$ cat src/rtl/maxpool_fifo_ctrl.sv
// Sequencer for the 2x2/stride-2 maxpool FIFO array: even rows write, odd rows read back in lockstep.
// Optional MAXPOOL_CTRL_ERR_EN adds a sticky protocol-error flag on err.
module maxpool_fifo_ctrl #(
   parameter int unsigned SYSTOLIC_SIZE = 16,
   parameter int unsigned ROW_CNT_W     = 9
) (
   input  logic                 clk,
   input  logic                 rst_n,
   input  logic                 start,
   input  logic [ROW_CNT_W-1:0] num_rows,
   input  logic                 valid_in,
   output logic                 fifo_wr_clr,
   output logic                 fifo_rd_clr,
   output logic                 fifo_wr_en,
   output logic                 fifo_rd_en,
   output logic                 pool_valid,
   output logic                 busy,
   output logic                 done,
   output logic                 err
);

   localparam int unsigned COL_W = (SYSTOLIC_SIZE > 1) ? $clog2(SYSTOLIC_SIZE) : 1;
   localparam logic [COL_W-1:0] COL_LAST = COL_W'(SYSTOLIC_SIZE - 1);

   typedef enum logic [2:0] {
      S_IDLE,
      S_CLR,
      S_EVEN,
      S_ODD,
      S_FLUSH,
      S_DONE
   } state_t;

   state_t               state_q, state_d;
   logic [COL_W-1:0]     col_cnt_q, col_cnt_d;
   logic [ROW_CNT_W-1:0] row_cnt_q, row_cnt_d;
   logic [ROW_CNT_W-1:0] num_rows_q, num_rows_d;
   logic                 pool_valid_q;
   logic                 row_active;
   logic                 row_end;
   logic                 last_row;

   assign row_active = (state_q == S_EVEN) || (state_q == S_ODD);
   assign row_end    = row_active && valid_in && (col_cnt_q == COL_LAST);
   assign last_row   = (ROW_CNT_W'(row_cnt_q + 1'b1) == num_rows_q);

   always_ff @(posedge clk or negedge rst_n) begin
      if (!rst_n) begin
         state_q      <= S_IDLE;
         col_cnt_q    <= '0;
         row_cnt_q    <= '0;
         num_rows_q   <= '0;
         pool_valid_q <= 1'b0;
      end else begin
         state_q      <= state_d;
         col_cnt_q    <= col_cnt_d;
         row_cnt_q    <= row_cnt_d;
         num_rows_q   <= num_rows_d;
         pool_valid_q <= fifo_rd_en;
      end
   end

   // Next state, counters and enables; enables follow valid_in in the same cycle.
   always_comb begin
      state_d     = state_q;
      col_cnt_d   = col_cnt_q;
      row_cnt_d   = row_cnt_q;
      num_rows_d  = num_rows_q;
      fifo_wr_clr = 1'b0;
      fifo_rd_clr = 1'b0;
      fifo_wr_en  = 1'b0;
      fifo_rd_en  = 1'b0;
      busy        = 1'b1;
      done        = 1'b0;

      case (state_q)
         S_IDLE: begin
            busy = 1'b0;
            if (start) begin
               state_d    = S_CLR;
               num_rows_d = num_rows;
               col_cnt_d  = '0;
               row_cnt_d  = '0;
            end
         end
         S_CLR: begin
            fifo_wr_clr = 1'b1;
            fifo_rd_clr = 1'b1;
            state_d     = (num_rows_q == '0) ? S_FLUSH : S_EVEN;
         end
         S_EVEN, S_ODD: begin
            fifo_wr_en = (state_q == S_EVEN) && valid_in;
            fifo_rd_en = (state_q == S_ODD) && valid_in;
            if (row_end) begin
               col_cnt_d = '0;
               row_cnt_d = ROW_CNT_W'(row_cnt_q + 1'b1);
               if (last_row)
                  state_d = S_FLUSH;
               else
                  state_d = (state_q == S_EVEN) ? S_ODD : S_EVEN;
            end else if (valid_in) begin
               col_cnt_d = COL_W'(col_cnt_q + 1'b1);
            end
         end
         S_FLUSH: state_d = S_DONE;
         S_DONE: begin
            done    = 1'b1;
            state_d = S_IDLE;
         end
         default: state_d = S_IDLE;
      endcase
   end

   assign pool_valid = pool_valid_q;

`ifdef MAXPOOL_CTRL_ERR_EN
   logic err_q;

   // Sticky: stray valid_in outside row states, or start while a tile is in flight.
   always_ff @(posedge clk or negedge rst_n) begin
      if (!rst_n)
         err_q <= 1'b0;
      else if ((valid_in && !row_active) || (start && busy))
         err_q <= 1'b1;
   end

   assign err = err_q;
`else
   assign err = 1'b0;
`endif

endmodule

$ cat config.mk
export PLATFORM = sky130hd
export DESIGN_NAME = maxpool_fifo_ctrl
export DESIGN_NICKNAME = d
export VERILOG_FILES = /design/src/rtl/maxpool_fifo_ctrl.sv
export SDC_FILE = /design/constraint.sdc
export NUM_CORES = 1
export LEC_CHECK = 0
export ABC_CLOCK_PERIOD_IN_PS = 4800
export CELL_PAD_IN_SITES_DETAIL_PLACEMENT = 2
export CELL_PAD_IN_SITES_GLOBAL_PLACEMENT = 2
export CORE_MARGIN = 2
export CORE_UTILIZATION = 35
export CTS_BUF_LIST = sky130_fd_sc_hd__clkbuf_16
export DETAILED_ROUTE_END_ITERATION = 6
export PLACE_DENSITY = 0.9
export SYNTH_ARGS = -nofsm -noshare
export SYNTH_HDL_FRONTEND = slang
export SYNTH_SLANG_ARGS = --single-unit
$ cat constraint.sdc
create_clock -name clk -period 4.8 [get_ports clk]
set_input_delay 0.96 -clock clk [delete_from_list [all_inputs] [get_ports clk]]
set_output_delay 0.96 -clock clk [all_outputs]
set_load 0.005 [all_outputs]
==> results.rst, run 1 <==
.. list-table::
   :header-rows: 1

   * - Metric
     - Value
   * - Instance area at placement
     - between 1500 and 2000 sq um
   * - Number of iterations in the first detailed-routing pass
     - 4
   * - Net count, final
     - 195
   * - Hold_buf cts
     - 0
   * - Summed area of non-filler cells in the final layout
     - 1820 sq um
   * - Number of clock sinks seen by CTS
     - 26
   * - Residual overflow from global routing
     - 0
   * - Routed length per placed instance
     - 20.3 microns
   * - Maximum net fanout on the critical path
     - 4
   * - Type of origin of the critical path
     - input port
   * - Avg Inst Size Synth
     - 9.44 sq um
   * - FMAX
     - 307 MHz
   * - Most frequent cells after synthesis
     - sky130_fd_sc_hd__dfrtp_1 (26), sky130_fd_sc_hd__nor2_1 (19), sky130_fd_sc_hd__o21ai_0 (16)
   * - Top cells by area in the synthesized netlist
     - sky130_fd_sc_hd__dfrtp_1 (42%), sky130_fd_sc_hd__mux2_2 (7.3%), sky130_fd_sc_hd__o21ai_0 (5.2%), sky130_fd_sc_hd__nor2_1 (4.6%), sky130_fd_sc_hd__xnor2_1 (4.0%)
   * - Depth of the CTS H-tree
     - 1
   * - Global-route wire length before repair
     - 8050 microns
   * - Slowest stage delay, CP
     - 0.58 ns
   * - Endpoint arrival time on the critical path
     - 2.30 ns
   * - Slowest cell on crit path
     - sky130_fd_sc_hd__clkdlybuf4s50_1
   * - Clock transition at path regs
     - 0.07 ns
   * - Overall Global Routing Usage
     - 0.210
   * - TritonCTS Buffers
     - 3
   * - Maximum vdd drop
     - 136 uV
   * - Cells after synthesis
     - about 160
   * - Most used cell, CP
     - sky130_fd_sc_hd__clkdlybuf4s50_1
   * - Starting density of the core
     - 0.360
   * - Layout cells sized above 1
     - 0.112
   * - Largest net degree at the start of global routing
     - 27
   * - Number of global-route vias before repair
     - around 1,500
   * - CTS Root Cell
     - sky130_fd_sc_hd__clkbuf_16
   * - Post-CTS setup buffers
     - 0
   * - Height of the chip
     - 70.5 microns
   * - Routed vias
     - 1,342
   * - Area overhead of the layout relative to synthesis
     - 17.8%
   * - Static leakage
     - 0.784 nW
   * - Longest Clk Path Bufs
     - 2
   * - Final RePlAce weighted congestion
     - 0.893
   * - Worst clock skew on the final layout
     - ~0.0028 ns
   * - Final min period
     - about 3.3 ns
   * - Number of routed nets with antenna violations
     - 0
   * - Accumulated negative setup slack
     - 0 ns
   * - Total core area
     - approximately 4300 sq um
   * - Antenna diode instance count
     - 0
   * - Iteration-0 DRC Markers
     - 41
   * - Syn nets
     - 179
   * - Required time reported for the critical path endpoint
     - 3.84 ns
   * - Floorplan die area
     - between 4000 and 5000 sq um
   * - Cell class contributing the biggest share of worst-path delay
     - buffers and inverters
   * - Async set or reset register ratio after synthesis
     - 1.00
   * - Number of antenna violations at the first check in global routing
     - 0
   * - Run status
     - finished clean
   * - Maximum capacitance violations
     - 0
   * - Mapped cell area
     - 1550 sq um
   * - Post-detailed-routing wire length
     - 4700 microns
   * - Transition at the pin with the smallest max-transition slack
     - between 0.8 and 0.9 ns
   * - Element type at the critical path end
     - primary output
   * - Total setup violations reported at the end of the flow
     - 0
   * - IO Count
     - 21
   * - Post-synth top area share
     - 0.420
   * - Most numerous cell in the Yosys netlist
     - sky130_fd_sc_hd__dfrtp_1
   * - Fin. max-slew vios
     - 0
   * - Period utilization
     - 0.680
   * - Part of the Yosys area used for sequential elements
     - 0.420
   * - Later-pin clock latency in the skew report
     - 0.27 ns
   * - CTS tree
     - built
   * - Detailed Place HPWL
     - 3470 microns
   * - Cell taking the most area after synthesis
     - sky130_fd_sc_hd__dfrtp_1
   * - Row Count
     - 24
   * - Buffers on Ports
     - 19
   * - Number of synthesized flops with an enable pin
     - 0
   * - Number of resized instances in the post-cts repair step
     - 0
   * - DR vias/cell
     - 5.81
   * - Class of the worst hold path
     - flop to flop
   * - Buf/Inv on CP
     - 2
   * - Die W
     - 70.5 microns
   * - Worst Path Class, Setup
     - input port to primary output
   * - Synth cell types
     - 45
   * - Most used DFF post-synth
     - sky130_fd_sc_hd__dfrtp_1
   * - Total of flip-flops plus latches after synthesis
     - 26
   * - Power density relative to cell area
     - about 350 nW/um^2
   * - RSZ-0062 raised after global routing
     - false
   * - Final hold violations
     - 0
   * - Number of warning messages in the yosys log
     - 0
   * - CP Cell Sequence
     - clkdlybuf4s50_1, nand2_1, nor2_1, clkdlybuf4s50_1
   * - Worst slew slack as a fraction of its limit
     - 0.457
   * - Final routed DRC violation total
     - 0
-- area by class of cell --
type / count / area [sq um]
Clock buffer: 3 / 75.1
Sequential cell: 26 / 651
Timing Repair Buffer: 20 / 198
Fill cell: 467 / 2470
Tap cell: 52 / 65.1
Clock inverter: 1 / 3.75
Inverter: 4 / 15.0
Multi-Input combinational cell: 125 / 816
-- where the power goes --
part	total [mW]	internal [mW]	switching, mW
Clock	0.194	0.112	0.0817
Combinational	0.138	0.0726	0.0650
Sequential	0.299	0.249	0.0492
Total	0.630	0.434	0.196
-- final timing paths --
kind	start	to	slack, ns	cells past startpoint
min	row_cnt_q[8]	row_cnt_q[8]	0.53	1
min reg2reg	row_cnt_q[8]	row_cnt_q[8]	0.53	1
min in group asynchronous	rst_n	state_q[0]	1.07	2
max in group asynchronous	rst_n	num_rows_q[2]	3.48	2
max	valid_in	fifo_wr_en	1.54	4
max reg2reg	row_cnt_q[0]	state_q[1]	2.58	6
-- through the flow --
step / hold slack, ns / power [mW] / cells / utilization / setup slack, ns
after global routing: 0.563 / 0.664 / 231 / 0.425 / 1.51
after detailed placement: 0.526 / 0.440 / 227 / 0.406 / 1.60
after CTS: 0.541 / 0.631 / 231 / 0.425 / 1.55
after global placement: 0.491 / 0.421 / 227 / 0.406 / 1.68
after floorplan: 0.471 / 0.372 / 164 / - / 2.72
final: 0.534 / 0.630 / 231 / 0.425 / 1.54
-- cells in the final DEF, fill, tap and decap left out, drive strengths merged, types with 2 or more instances in the layout --
master | synthesis | layout
clkdlybuf4s50 | 0 | 19
nor3 | 3 | 3
mux2 | 10 | 10
o21ai | 17 | 17
nand2b | 4 | 4
o31ai | 4 | 4
nand4 | 3 | 3
nand3 | 5 | 5
nor2 | 20 | 20
ha | 2 | 2
nand2 | 12 | 12
dfrtp | 26 | 26
and3 | 3 | 3
a21o | 2 | 2
xnor2 | 7 | 7
a31oi | 2 | 2
inv | 4 | 4
a22o | 2 | 2
or3 | 4 | 4
a22oi | 2 | 2
a21oi | 3 | 3
clkbuf | 5 | 3
xor2 | 4 | 4
-- cells by family after synthesis --
logic type | after synthesis | synth area share
AOI/OAI and AO/OA | 38 | 0.155
other | 1 | 0.00242
adders and majority gates | 2 | 0.0162
DFF | 26 | 0.420
buffers and inverters | 13 | 0.0525
muxes | 11 | 0.0792
xor gates and xnor gates | 11 | 0.0622
and+or+nand+nor | 62 | 0.212
-- flip-flops by register name (all words and copies together), names as in the netlist --
register	count
row_cnt_q	9
state_q	3
pool_valid	1
num_rows_q	9
col_cnt_q	4
-- metal layers --
metal | GRT usage | wire length (microns)
met1 | 0.254 | 1990
met2 | 0.369 | 2480
met3 | 0.0346 | 110
met4 | 0.0876 | 110
met5 | 0 | 0
Note: power is estimated with default switching activity, not from simulation.
==> run 2, diff against run 1 <==
Settings changed: ABC_CLOCK_PERIOD_IN_PS 4800 to 3200, CORE_UTILIZATION 35 to 34, PLACE_DENSITY 0.9 to 0.88.
Clock period 4.8 ns to 3.2 ns, I/O delays scaled along.
==> run 2 against run 1 <==
Compared with the run above:
- sequential share of layout area rose by 0.074 points
- final cell count fell by 0.43%
- combinational power increased by 49%
- global-route usage shrank 1.3 points
- count of clock-buffer cells in the layout did not move
- critical endpoint unchanged
- highest routed layer unchanged
==> results.rst, run 2 (synthesized netlist as in run 1, its figures left out) <==
.. list-table::
   :header-rows: 1

   * - Metric
     - Value
   * - Transition at the pin with the smallest max-transition slack
     - 0.782 ns (was 0.808 ns)
   * - TritonCTS Buffers
     - 3 (unchanged)
   * - Routed length per placed instance
     - 19.7 microns (was 20.3 microns)
   * - Final min period
     - ~2.8 ns
   * - Buffers on Ports
     - 19 (unchanged)
   * - Type of origin of the critical path
     - flop (was input port)
   * - Class of the worst hold path
     - flop to flop (unchanged)
   * - DR vias/cell
     - 5.72 (was 5.81)
   * - Longest Clk Path Bufs
     - 2 (unchanged)
   * - Most common library cell in the layout ignoring fill and taps
     - sky130_fd_sc_hd__dfrtp_1 (unchanged)
   * - Maximum vdd drop
     - 322 uV (was 136 uV)
   * - Detailed Place HPWL
     - 3370 microns (was 3470 microns)
   * - RSZ-0062 raised after global routing
     - false (unchanged)
   * - Die W
     - 71.5 microns (was 70.5 microns)
   * - Number of global-route vias before repair
     - 1,518 (was 1,503)
   * - Depth of the CTS H-tree
     - 1 (unchanged)
   * - Hold_buf cts
     - 0 (unchanged)
   * - IO Count
     - 21 (unchanged)
   * - Hold Slack
     - 0.517 ns (was 0.534 ns)
   * - Worst Path Class, Setup
     - flop to primary output (was input port to primary output)
   * - Element type at the critical path end
     - primary output (unchanged)
   * - Number of iterations in the first detailed-routing pass
     - 4 (unchanged)
   * - Number of antenna violations at the first check in global routing
     - 0 (unchanged)
   * - Global-route wire length before repair
     - 7760 microns (was 8050 microns)
   * - Static leakage
     - 0.782 nW (was 0.784 nW)
   * - Post-CTS setup buffers
     - 0 (unchanged)
   * - Critical hold path startpoint
     - row_cnt_q[8] (unchanged)
   * - Worst slew slack as a fraction of its limit
     - 0.475 (was 0.457)
   * - Summed area of non-filler cells in the final layout
     - 1820 sq um (about the same)
   * - CTS tree
     - built (unchanged)
   * - Multi-input gate area
     - 816 sq um (unchanged)
   * - Top library cells by usage in the layout, fill and taps aside
     - sky130_fd_sc_hd__dfrtp_1 (26), sky130_fd_sc_hd__nor2_1 (19), sky130_fd_sc_hd__clkdlybuf4s50_1 (19) (unchanged)
   * - Overall Global Routing Usage
     - 0.197 (was 0.210)
   * - Residual overflow from global routing
     - 0 (unchanged)
   * - Fin. max-slew vios
     - 0 (unchanged)
   * - Total core area
     - 4380 sq um (was 4290 sq um)
   * - Instance area at placement
     - 1740 sq um (unchanged)
   * - Layout cells sized above 1
     - 0.112 (about the same)
   * - Later-pin clock latency in the skew report
     - 0.26 ns (was 0.27 ns)
   * - Height of the chip
     - 71.5 microns (was 70.5 microns)
   * - Number of clock sinks seen by CTS
     - 26 (unchanged)
   * - Floorplan die area
     - 5110 sq um (was 4970 sq um)
   * - Final hold violations
     - 0 (unchanged)
   * - Storage element area
     - 651 sq um (unchanged)
   * - Maximum capacitance violations
     - 0 (unchanged)
   * - Post-detailed-routing wire length
     - 4530 microns (was 4700 microns)
   * - Iteration-0 DRC Markers
     - 18 (was 41)
   * - Final RePlAce weighted congestion
     - 0.899 (was 0.893)
   * - Core occupancy in the finished layout
     - 0.415 (was 0.425)
   * - Row Count
     - 24 (unchanged)
   * - # fillers
     - 472 (was 467)
   * - Starting density of the core
     - 0.353 (was 0.360)
   * - Run status
     - finished clean (unchanged)
   * - Antenna diode instance count
     - 0 (unchanged)
   * - Number of resized instances in the post-cts repair step
     - 0 (unchanged)
   * - Largest net degree at the start of global routing
     - 27 (unchanged)
   * - Post-layout power
     - 0.927 mW (was 0.630 mW)
   * - Net count, final
     - 195 (unchanged)
   * - FMAX
     - 360 MHz
   * - Routed vias
     - 1,315 (was 1,342)
   * - Required time reported for the critical path endpoint
     - 2.56 ns (was 3.84 ns)
   * - Period utilization
     - 0.869
   * - Startpoint of the worst register-to-register path
     - row_cnt_q[0] (unchanged)
   * - Area overhead of the layout relative to synthesis
     - 17.5% (was 17.8%)
   * - Endpoint arrival time on the critical path
     - 2.14 ns (was 2.30 ns)
   * - CTS Root Cell
     - sky130_fd_sc_hd__clkbuf_16 (unchanged)
   * - Accumulated negative setup slack
     - 0 ns (unchanged)
   * - Clock transition at path regs
     - 0.06 ns (was 0.07 ns)
   * - Final routed DRC violation total
     - 0 (unchanged)
   * - Total setup violations reported at the end of the flow
     - 0 (unchanged)
   * - Top Registers
     - num_rows_q: 9 flops, row_cnt_q: 9 flops, col_cnt_q: 4 flops (unchanged)
   * - Number of routed nets with antenna violations
     - 0 (unchanged)
   * - Power density relative to cell area
     - 509 nW/um^2 (was 345 nW/um^2)
   * - Start point of the critical path
     - state_q[1] (was valid_in)
   * - Maximum net fanout on the critical path
     - 11 (was 4)
   * - Worst clock skew on the final layout
     - 0.00335 ns (was 0.00281 ns)
==> run 2: final cells by class <==
class / instances / share of cell area
Inverter: 4 / 0.00825
Tap cell: 52 / 0.0358
Multi-Input combinational cell: 125 / 0.448
Timing Repair Buffer: 20 / 0.109
Clock buffer: 3 / 0.0413
Sequential cell: 26 / 0.358
==> run 2: power by group <==
| part | internal (mW) | switching, mW |
|---|---|---|
| clock | 0.166 | 0.114 |
| combinational | 0.109 | 0.0960 |
| sequential | 0.375 | 0.0676 |
| total | 0.650 | 0.277 |
==> run 2: routing by layer <==
layer  track usage  share of wire  vias up
met5             0              0        -
met4        0.0692          0.019        0
met3        0.0169          0.026        7
met2         0.357           0.54       24
met1         0.245           0.42      671
li1              -              -      613
==> run 2: worst paths after layout <==
kind / to / slack, ns / depth (start not counted)
setup / recovery: fifo_wr_en / 0.42 / 5
hold / removal: row_cnt_q[8] / 0.52 / 1
setup reg to reg: state_q[1] / 0.91 / 6
hold reg to reg: row_cnt_q[8] / 0.52 / 1
max in group asynchronous: row_cnt_q[3] / 2.18 / 2
min in group asynchronous: num_rows_q[5] / 0.76 / 2
==> run 2: critical path: stages, from the launching register on <==
cell and delay [ns]:
sky130_fd_sc_hd__dfrtp_1 0.58, sky130_fd_sc_hd__inv_1 0.14, sky130_fd_sc_hd__nor2_1 0.37, sky130_fd_sc_hd__nand2_1 0.16, sky130_fd_sc_hd__nor2_1 0.11, sky130_fd_sc_hd__clkdlybuf4s50_1 0.51
==> run 2: through the flow <==
stage	worst slack, ns	instances
global route	0.328	230
finish	0.420	230
detailed placement	0.653	227
floorplan	1.39	164
global placement	0.734	227
CTS	0.459	230
